**src/rtl/hazard_control_unit.sv**
```systemverilog
// hazard_control_unit
//   Stall / flush / forwarding generator for a 5-stage RV32i pipeline.
//   - Combinational forwarding (M has priority over W) and load-use detect.
//   - Post-reset flush: Flush_D/Flush_E held for RESET_FLUSH_CYCLES edges.
//   - Data-memory wait FSM (IDLE/WAIT) with a sticky timeout flag.
//   - Saturating performance counters for stall cycles and flush events.
//
// Ports
//   CLK, RST                       clock (rising edge), async active-high reset
//   RS1_D, RS2_D                   Decode source registers
//   RS1_E, RS2_E, RD_E             Execute source/destination registers
//   Result_Src_Sel_E               Execute result select (2'b01 = load)
//   PC_Src_E                       taken branch/jump resolved in Execute
//   RD_M, RD_W, REG_W_En_M/W       Memory/Writeback destination and write enables
//   MEM_Req_M, MEM_Ready           data-memory request and completion
//   Stall_F/D/E/M/W                hold stage registers
//   Flush_D, Flush_E               bubble IF/ID, ID/EX
//   Forward_A_E, Forward_B_E       00 regfile, 01 from W, 10 from M
//   MEM_Timeout                    sticky memory timeout
//   Stall_Cycles, Flush_Events     saturating performance counters
//
// Memory FSM states
//   state   | meaning
//   ST_IDLE | no outstanding access; a request that is not ready stalls now
//   ST_WAIT | waiting for MEM_Ready; stalls until it arrives
module hazard_control_unit #(
  parameter int RESET_FLUSH_CYCLES = 2,
  parameter int MEM_TIMEOUT        = 16,
  parameter int CNT_WIDTH          = 32
) (
  input  logic                 CLK,
  input  logic                 RST,
  input  logic [4:0]           RS1_D,
  input  logic [4:0]           RS2_D,
  input  logic [4:0]           RS1_E,
  input  logic [4:0]           RS2_E,
  input  logic [4:0]           RD_E,
  input  logic [1:0]           Result_Src_Sel_E,
  input  logic                 PC_Src_E,
  input  logic [4:0]           RD_M,
  input  logic [4:0]           RD_W,
  input  logic                 REG_W_En_M,
  input  logic                 REG_W_En_W,
  input  logic                 MEM_Req_M,
  input  logic                 MEM_Ready,
  output logic                 Stall_F,
  output logic                 Stall_D,
  output logic                 Stall_E,
  output logic                 Stall_M,
  output logic                 Stall_W,
  output logic                 Flush_D,
  output logic                 Flush_E,
  output logic [1:0]           Forward_A_E,
  output logic [1:0]           Forward_B_E,
  output logic                 MEM_Timeout,
  output logic [CNT_WIDTH-1:0] Stall_Cycles,
  output logic [CNT_WIDTH-1:0] Flush_Events
);

  localparam int RF_W = $clog2(RESET_FLUSH_CYCLES + 1);
  localparam int WT_W = $clog2(MEM_TIMEOUT + 1);

  typedef enum logic {ST_IDLE, ST_WAIT} mem_state_t;

  mem_state_t      state;
  logic [RF_W-1:0] rf_cnt;
  logic [WT_W-1:0] wait_cnt;
  logic            rf_active;
  logic            load_use;
  logic            mem_stall;

  function automatic logic [1:0] fwd_sel(
    input logic [4:0] rs,
    input logic [4:0] rd_m,
    input logic [4:0] rd_w,
    input logic       we_m,
    input logic       we_w
  );
    if (we_m && rd_m != 5'd0 && rd_m == rs)      return 2'b10;
    else if (we_w && rd_w != 5'd0 && rd_w == rs) return 2'b01;
    else                                         return 2'b00;
  endfunction

  assign Forward_A_E = fwd_sel(RS1_E, RD_M, RD_W, REG_W_En_M, REG_W_En_W);
  assign Forward_B_E = fwd_sel(RS2_E, RD_M, RD_W, REG_W_En_M, REG_W_En_W);

  assign rf_active = (rf_cnt != '0);
  assign load_use  = (Result_Src_Sel_E == 2'b01) && (RD_E != 5'd0) &&
                     ((RD_E == RS1_D) || (RD_E == RS2_D));

  // A request that is not ready stalls in the same cycle it is seen, even
  // before the FSM has moved to WAIT.
  always_comb begin
    mem_stall = 1'b0;
    if (!RST) begin
      if (state == ST_IDLE) mem_stall = MEM_Req_M && !MEM_Ready;
      else                  mem_stall = !MEM_Ready;
    end
  end

  always_comb begin
    Stall_F = 1'b0;
    Stall_D = 1'b0;
    Stall_E = 1'b0;
    Stall_M = 1'b0;
    Stall_W = 1'b0;
    Flush_D = 1'b0;
    Flush_E = 1'b0;
    if (!RST) begin
      if (mem_stall) begin
        // Freeze the whole pipe; branch/load-use are re-evaluated on release.
        Stall_F = 1'b1;
        Stall_D = 1'b1;
        Stall_E = 1'b1;
        Stall_M = 1'b1;
        Stall_W = 1'b1;
      end else if (PC_Src_E) begin
        Flush_D = 1'b1;
        Flush_E = 1'b1;
      end else if (load_use) begin
        Stall_F = 1'b1;
        Stall_D = 1'b1;
        Flush_E = 1'b1;
      end
    end
    if (rf_active) begin
      Flush_D = 1'b1;
      Flush_E = 1'b1;
    end
  end

  always_ff @(posedge CLK or posedge RST) begin
    if (RST) begin
      state        <= ST_IDLE;
      wait_cnt     <= '0;
      MEM_Timeout  <= 1'b0;
      rf_cnt       <= RF_W'(RESET_FLUSH_CYCLES);
      Stall_Cycles <= '0;
      Flush_Events <= '0;
    end else begin
      if (rf_active) rf_cnt <= rf_cnt - 1'b1;

      case (state)
        ST_IDLE: begin
          wait_cnt <= '0;
          if (MEM_Req_M && !MEM_Ready) state <= ST_WAIT;
        end
        ST_WAIT: begin
          if (wait_cnt != WT_W'(MEM_TIMEOUT)) wait_cnt <= wait_cnt + 1'b1;
          // This edge closes WAIT cycle number wait_cnt+1.
          if (wait_cnt >= WT_W'(MEM_TIMEOUT - 1)) MEM_Timeout <= 1'b1;
          if (MEM_Ready) state <= ST_IDLE;
        end
        default: state <= ST_IDLE;
      endcase

      if (Stall_F && Stall_Cycles != '1) Stall_Cycles <= Stall_Cycles + 1'b1;
      // Reset-flush bubbles are housekeeping, not pipeline events.
      if (Flush_E && !rf_active && Flush_Events != '1)
        Flush_Events <= Flush_Events + 1'b1;
    end
  end

endmodule

```
**config.mk**
```make
export PLATFORM = sky130hd
export DESIGN_NAME = hazard_control_unit
export DESIGN_NICKNAME = d
export VERILOG_FILES = /design/src/rtl/hazard_control_unit.sv
export SDC_FILE = /design/constraint.sdc
export NUM_CORES = 1
export LEC_CHECK = 0
export ABC_AREA = 1
export CAP_MARGIN = 20
export CORE_ASPECT_RATIO = 1.5
export CORE_MARGIN = 2
export CORE_UTILIZATION = 40
export CTS_CLUSTER_SIZE = 16
export DETAILED_ROUTE_END_ITERATION = 10
export GPL_ROUTABILITY_DRIVEN = 0
export PLACE_DENSITY = 0.66
export SETUP_SLACK_MARGIN = 0.05
export SYNTH_ARGS = -nofsm -noshare
export SYNTH_HDL_FRONTEND = slang
export SYNTH_SLANG_ARGS = --single-unit
```
**constraint.sdc**
```tcl
create_clock -name CLK -period 2.52 [get_ports CLK]
set_input_delay 0.504 -clock CLK [delete_from_list [all_inputs] [get_ports CLK]]
set_output_delay 0.504 -clock CLK [all_outputs]
set_load 0.02 [all_outputs]
```
==> results of run 1 <==
-- logic make-up (layout without fill, tap and decap cells) --
family	after synthesis	count (layout)	share of synthesized area, %
AO/OA/AOI/OAI	14	14	1.46
XOR/XNOR	69	69	11.6
adder cells (fa/ha/maj)	6	6	1.44
buffers and inverters	98	233	8.11
AND/OR/NAND/NOR	496	496	42.3
flip-flops	73	73	35.1
-- what timing repair did --
action / in CTS / in global routing
resized for setup: 26 / 20
endpoints found under the setup margin: 11 / 15
pin swaps: 0 / 1
-- cell usage in the layout (no fill, tap or decap), types with 3 or more instances in the layout --
cell	n
o21ai_0	10
nand2_1	257
inv_2	3
nand2_2	3
clkdlybuf4s50_1	105
clkbuf_16	9
dlymetal6s2s_1	3
nand3_1	59
nor2_1	85
nand3b_1	5
dlygate4sd2_1	4
dfrtp_1	72
nor3_1	26
nand3_2	3
nor3_2	3
nand4_1	44
xor2_1	38
ha_1	6
inv_1	71
buf_4	26
xnor2_1	31
-- worst paths after layout --
| check | start | end | slack [ns] | depth (start not counted) |
|---|---|---|---|---|
| worst max-delay path | RD_M[0] | Forward_B_E[0] | 0.16 | 6 |
| worst max register to register | Flush_Events[0] | Flush_Events[4] | 0.37 | 10 |
| worst min register to register | rf_cnt[0] | rf_cnt[0] | 0.48 | 1 |
| min in group asynchronous | RST | wait_cnt[0] | 0.70 | 3 |
| max in group asynchronous | RST | Flush_Events[28] | 1.47 | 3 |
| worst min-delay path | rf_cnt[0] | rf_cnt[0] | 0.48 | 1 |
-- registers in the layout, summed over array words and instances, names as in the netlist --
signal	flops
Flush_Events	32
MEM_Timeout	1
Stall_Cycles	32
rf_cnt	2
state	1
wait_cnt	5
-- Yosys cell counts, drive strengths merged --
cell	number	share of area, %
nor3b	1	0.14
clkbuf	5	0.36
inv	74	5.3
nor2	88	6.7
nand2	261	19
dfrtp	72	35
o21ai	10	0.96
or2	1	0.12
xor2	38	6.4
buf	19	2.4
ha	6	1.4
and2	1	0.12
nand3	63	6.5
nor3	30	3.2
nor4	1	0.24
nand4	45	5.7
xnor2	31	5.2
o21bai	1	0.14
o41ai	1	0.17
nand3b	5	0.72
dfstp	1	0.50
a21oi	2	0.19
-- where the power goes --
group,leakage (nW),switching (mW),internal [mW]
combinational,2.08,0.345,0.297
clock,0.151,0.511,0.886
sequential,1.00,0.0846,1.23
-- metrics by stage --
stage / cells / hold slack (ns) / utilization, % / power (mW) / worst slack (ns)
global placement: 1035 / 0.461 / 51.7 / 1.98 / -0.349
floorplan: 756 / 0.446 / - / 1.68 / 0.164
finish: 1050 / 0.477 / 54.3 / 3.36 / 0.162
detailed placement: 1035 / 0.473 / 51.7 / 1.99 / -0.366
global route: 1050 / 0.496 / 54.3 / 3.50 / 0.0325
CTS: 1050 / 0.483 / 54.1 / 3.38 / 0.00632
-- layout make-up --
type | instances | share of cell area (%)
clock buffers | 10 | 3.42
clock inverters | 5 | 1.14
inverters | 74 | 3.97
multi-input cells | 585 | 42.9
flip-flops and latches | 73 | 26.1
well taps | 159 | 2.84
repair buffers | 144 | 19.6
-- metal layers --
| layer | GRT usage, % | part of all wire, % | vias up |
|---|---|---|---|
| met5 | 0 | 0 | - |
| met4 | 9.50 | 3.2 | 0 |
| met3 | 2.97 | 3.9 | 38 |
| met2 | 42.1 | 55 | 125 |
| met1 | 22.9 | 38 | 2457 |
| li1 | - | - | 2675 |
-- critical path, cell delays in order --
cell	delay (ns)
clkdlybuf4s50_1	0.42
or2_2	0.32
o41ai_4	0.28
nor3_2	0.07
nor2_1	0.09
clkbuf_2	0.17
==> metrics.md, run 1 <==
| Metric | Value |
|---|---|
| Status | `completed` |
| WL/cell | `14.2 um` |
| Worst slew pin tran | `0.695 ns` |
| DRT antenna net count | `0` |
| Highest Clock Rate | `424 MHz` |
| Synthesized instance count | `756` |
| Crit path max fanout | `2` |
| Die Ht | `144 um` |
| Nets | `937` |
| Final setup viols | `0` |
| HPWL after DPL | `11600 um` |
| Synthesized flop and latch total | `73` |
| Net count after synthesis | `a little over 800` |
| Critical Path RT | `~2.0 ns` |
| P&R area growth vs syn | `34.2%` |
| Startpoint Class | `input pin` |
| Largest net degree at the start of global routing | `38` |
| First-pass GRT wire length | `24400 um` |
| Number of setup buffers added after CTS | `0` |
| IO buf count | `119` |
| Minimum clock period | `roughly 2.4 ns` |
| Endpoints failing hold | `0` |
| CTS tree | `done` |
| Worst VDD drop | `between 0.4 and 0.5 mV` |
| Via count | `between 5000 and 6000` |
| Layout fillers | `approximately 1300` |
| YS warnings | `0` |
| FP Rows | `51` |
| Gr ovfl total | `0` |
| Clock sinks | `73` |
| Post-synthesis sequential area ratio | `35.1%` |
| Synth Cell Area | `5220 um2` |
| Multi-input gate area | `approximately 3000 um2` |
| Slew margin rel. | `approximately 53%` |
| Vias per std cell | `5.04` |
| IO Pins | `120` |
| Vias in the first global route | `around 5200` |
| Post-route DRC | `0` |
| Finished Cell Area | `around 7000 um2` |
| Die footprint | `around 14000 um2` |
| Worst Setup End Kind | `primary output` |
| Initial antenna violation count | `0` |
| Fin. max-slew vios | `0` |
| Pre-antenna DRT Iters | `4` |
| Core area | `~13000 um2` |
| Clock buffer depth | `2` |
| CTS buffer count | `9` |
| Pwr dens | `about 480 nW/um2` |
| Initial Util | `about two fifths` |
| N_diodes | `0` |
| H-tree Lvls | `3` |
| Placed cell area | `6660 um2` |
| Worst-skew pair later-pin latency | `0.34 ns` |
| Fraction of layout cells with a size suffix above 1 | `7.86%` |
| Post-synth cell types | `35` |
| Total track usage | `21.6%` |
| Routed WL | `~15000 um` |
| Crit share post-route | `slightly above 90%` |
| DR iter-0 viols | `approximately 170` |
| Hold-fix buffers at CTS | `0` |
| Pleak | `about 3.2 nW` |
| Hold crit path type | `reg2reg` |
| Die Wd | `97.2 um` |
| Clock root buffer | `clkbuf_16` |
| Syn avg cell area | `6.90 um2` |
| Sequential cell area | `1830 um2` |
| Clock slew at reported path FFs | `0.05 ns` |
| Skew final | `slightly below 0.008 ns` |
| Max-cap check violation count | `0` |
| Setup repair after global routing missed its margin | `yes` |
| WS Path Type | `in2out` |
| Setup TNS | `0 ns` |
| Critical Path AT | `1.85 ns` |
Note: power is estimated with default switching activity, not from simulation.
==> run 2, diff against run 1 <==
--- a/config.mk
+++ b/config.mk
@@ -8,7 +8,6 @@
 export ABC_AREA = 1
 export CAP_MARGIN = 20
 export CORE_ASPECT_RATIO = 1.5
-export CORE_MARGIN = 2
 export CORE_UTILIZATION = 40
 export CTS_CLUSTER_SIZE = 16
 export DETAILED_ROUTE_END_ITERATION = 10
==> constraint.sdc (replaced) <==
create_clock -name CLK -period 2.5 [get_ports CLK]
set_input_delay 0.5 -clock CLK [delete_from_list [all_inputs] [get_ports CLK]]
set_output_delay 0.5 -clock CLK [all_outputs]
set_load 0.02 [all_outputs]
==> metrics.md, run 2 (synthesized netlist as in run 1, its figures left out) <==
| Metric | Value |
|---|---|
| Clock buffer depth | `2 (unchanged)` |
| Die Wd | `95.2 um (-2.1%)` |
| Nets | `932 (-0.53%)` |
| CTS tree | `done` |
| Number of setup buffers added after CTS | `0 (unchanged)` |
| IO buf count | `119 (unchanged)` |
| Gr ovfl total | `0 (unchanged)` |
| Commonest non-fill, non-tap cell in the layout | `nand2_1` |
| First-pass GRT wire length | `25100 um (+2.8%)` |
| Highest Clock Rate | `424 MHz` |
| Largest net degree at the start of global routing | `42 (+11%)` |
| P&R area growth vs syn | `33.8%` |
| Pre-antenna DRT Iters | `4 (unchanged)` |
| Initial antenna violation count | `0 (unchanged)` |
| Status | `completed` |
| Slew margin rel. | `59.1% (+5.8 points)` |
| Worst slew pin tran | `0.609 ns (-0.0866 ns)` |
| Pleak | `3.21 nW (-0.82%)` |
| FP Rows | `50 (-2.0%)` |
| Wl on met1 | `5700 um (-0.42%)` |
| HPWL after DPL | `11700 um (+1.0%)` |
| Fin. max-slew vios | `0 (unchanged)` |
| Layout fillers | `1216 (-3.7%)` |
| Routed WL | `15300 um (+2.7%)` |
| Clock sinks | `73 (unchanged)` |
| Pwr dens | `485 nW/um2 (+0.98%)` |
| Crit share post-route | `between 90% and 100%` |
| Met2 routed WL | `8250 um (+1.3%)` |
| Worst VDD drop | `0.318 mV (-25%)` |
| Minimum clock period | `about 2.4 ns` |
| H-tree Lvls | `3 (unchanged)` |
| IO Pins | `120 (unchanged)` |
| Initial Util | `41.5% (+1.0 points)` |
| Vias per std cell | `5.23 (+3.7%)` |
| Hold crit path type | `reg2reg` |
| Critical Path RT | `2.00 ns (-0.02 ns)` |
| Tot Pwr | `3.38 mW (+0.68%)` |
| WL/cell | `14.7 um (+3.4%)` |
| WS Path Type | `in2out` |
| Setup repair after global routing missed its margin | `yes` |
| Die footprint | `13500 um2 (-3.4%)` |
| DR iter-0 viols | `221 (+29%)` |
| Crit path max fanout | `2 (unchanged)` |
| Final setup viols | `0 (unchanged)` |
| Total track usage | `23.9% (+2.3 points)` |
| Die Ht | `142 um (-1.4%)` |
| Fraction of layout cells with a size suffix above 1 | `7.10% (-0.75 points)` |
| Commonest cells after routing, fill and taps aside | `nand2_1 (258), clkdlybuf4s50_1 (106), nor2_1 (84), dfrtp_1 (72), inv_1 (71)` |
| Max-cap check violation count | `0 (unchanged)` |
| Skew final | `0.00468 ns (-0.00327 ns)` |
| Clock root buffer | `clkbuf_16` |
| Critical Path AT | `1.86 ns (about the same)` |
| Max layer used | `met4` |
| Vias in the first global route | `5417 (+5.1%)` |
| Clock slew at reported path FFs | `0.06 ns (about the same)` |
| Sequential cell area | `1830 um2 (unchanged)` |
| N_diodes | `0 (unchanged)` |
| Worst-skew pair later-pin latency | `0.34 ns (about the same)` |
| Met3 WL | `616 um (+6.9%)` |
| DRT antenna net count | `0 (unchanged)` |
| Place WS | `-0.377 ns (-0.0115 ns)` |
| CTS buffer count | `9 (unchanged)` |
| Via count | `5454 (+3.0%)` |
| Post-route DRC | `0 (unchanged)` |
| Startpoint Class | `input pin` |
| Worst Setup End Kind | `primary output` |
| Core area | `12600 um2 (-2.4%)` |
| Biggest regs | `Flush_Events: 32 flops, Stall_Cycles: 32 flops, wait_cnt: 5 flops` |
| Multi-input gate area | `3000 um2 (-0.17%)` |
| Fin worst setup slack | `0.143 ns (-0.0187 ns)` |
| Endpoints failing hold | `0 (unchanged)` |
[run 2: path summary, 6_finish.rpt]
path	cells past startpoint	slack (ns)	to	start
worst min register to register	1	0.48	rf_cnt[0]	rf_cnt[0]
max in group asynchronous	4	1.23	Flush_Events[22]	RST
worst max-delay path	6	0.14	Forward_A_E[0]	RD_M[0]
worst max register to register	10	0.37	Stall_Cycles[16]	Stall_Cycles[1]
worst min-delay path	1	0.48	rf_cnt[0]	rf_cnt[0]
min in group asynchronous	3	0.66	rf_cnt[0]	RST
[run 2: report_power, final]
part | leakage [nW] | total (mW) | switching (mW) | internal [mW]
sequential | 1.00 | 1.34 | 0.0916 | 1.24
clock | 0.146 | 1.39 | 0.517 | 0.873
combinational | 2.06 | 0.655 | 0.353 | 0.302
[run 2: layer usage]
metal	vias up	global-route usage, %
met5	-	0
li1	2672	-
met1	2549	24.5
met4	0	15.2
met3	57	2.68
met2	176	44.4
[run 2: timing repair]
action / in CTS / in global routing
hold buffers: 0 / 0
setup endpoints to repair: 11 / 11
gates cloned: 0 / 0
gates resized for setup: 28 / 16
[run 2: critical path, cell delays in order]
cell and delay [ns]:
clkdlybuf4s50_1 0.41, or2_2 0.33, o41ai_4 0.26, nor3_1 0.10
nor2_1 0.09, buf_2 0.17
[run 2: final cells by class]
cell class              count  area share, %
inverters                  74           3.98
repair buffers            139           19.6
clock buffers              11           3.34
multi-input cells         585           43.0
flip-flops and latches     73           26.2
well taps                 156           2.80
clock inverters             5           1.15
[run 2: through the flow]
step | setup TNS [ns] | instances | util (%) | hold WS, ns | cell area, um2
after floorplan | 0 | 756 | - | 0.446 | 5220
after global placement | -2.21 | 1027 | 52.9 | 0.460 | 6660
after detailed placement | -3.41 | 1027 | 52.9 | 0.471 | 6660
after CTS | 0 | 1043 | 55.3 | 0.485 | 6960
after global routing | 0 | 1043 | 55.5 | 0.511 | 6980
final | 0 | 1043 | 55.5 | 0.482 | 6980
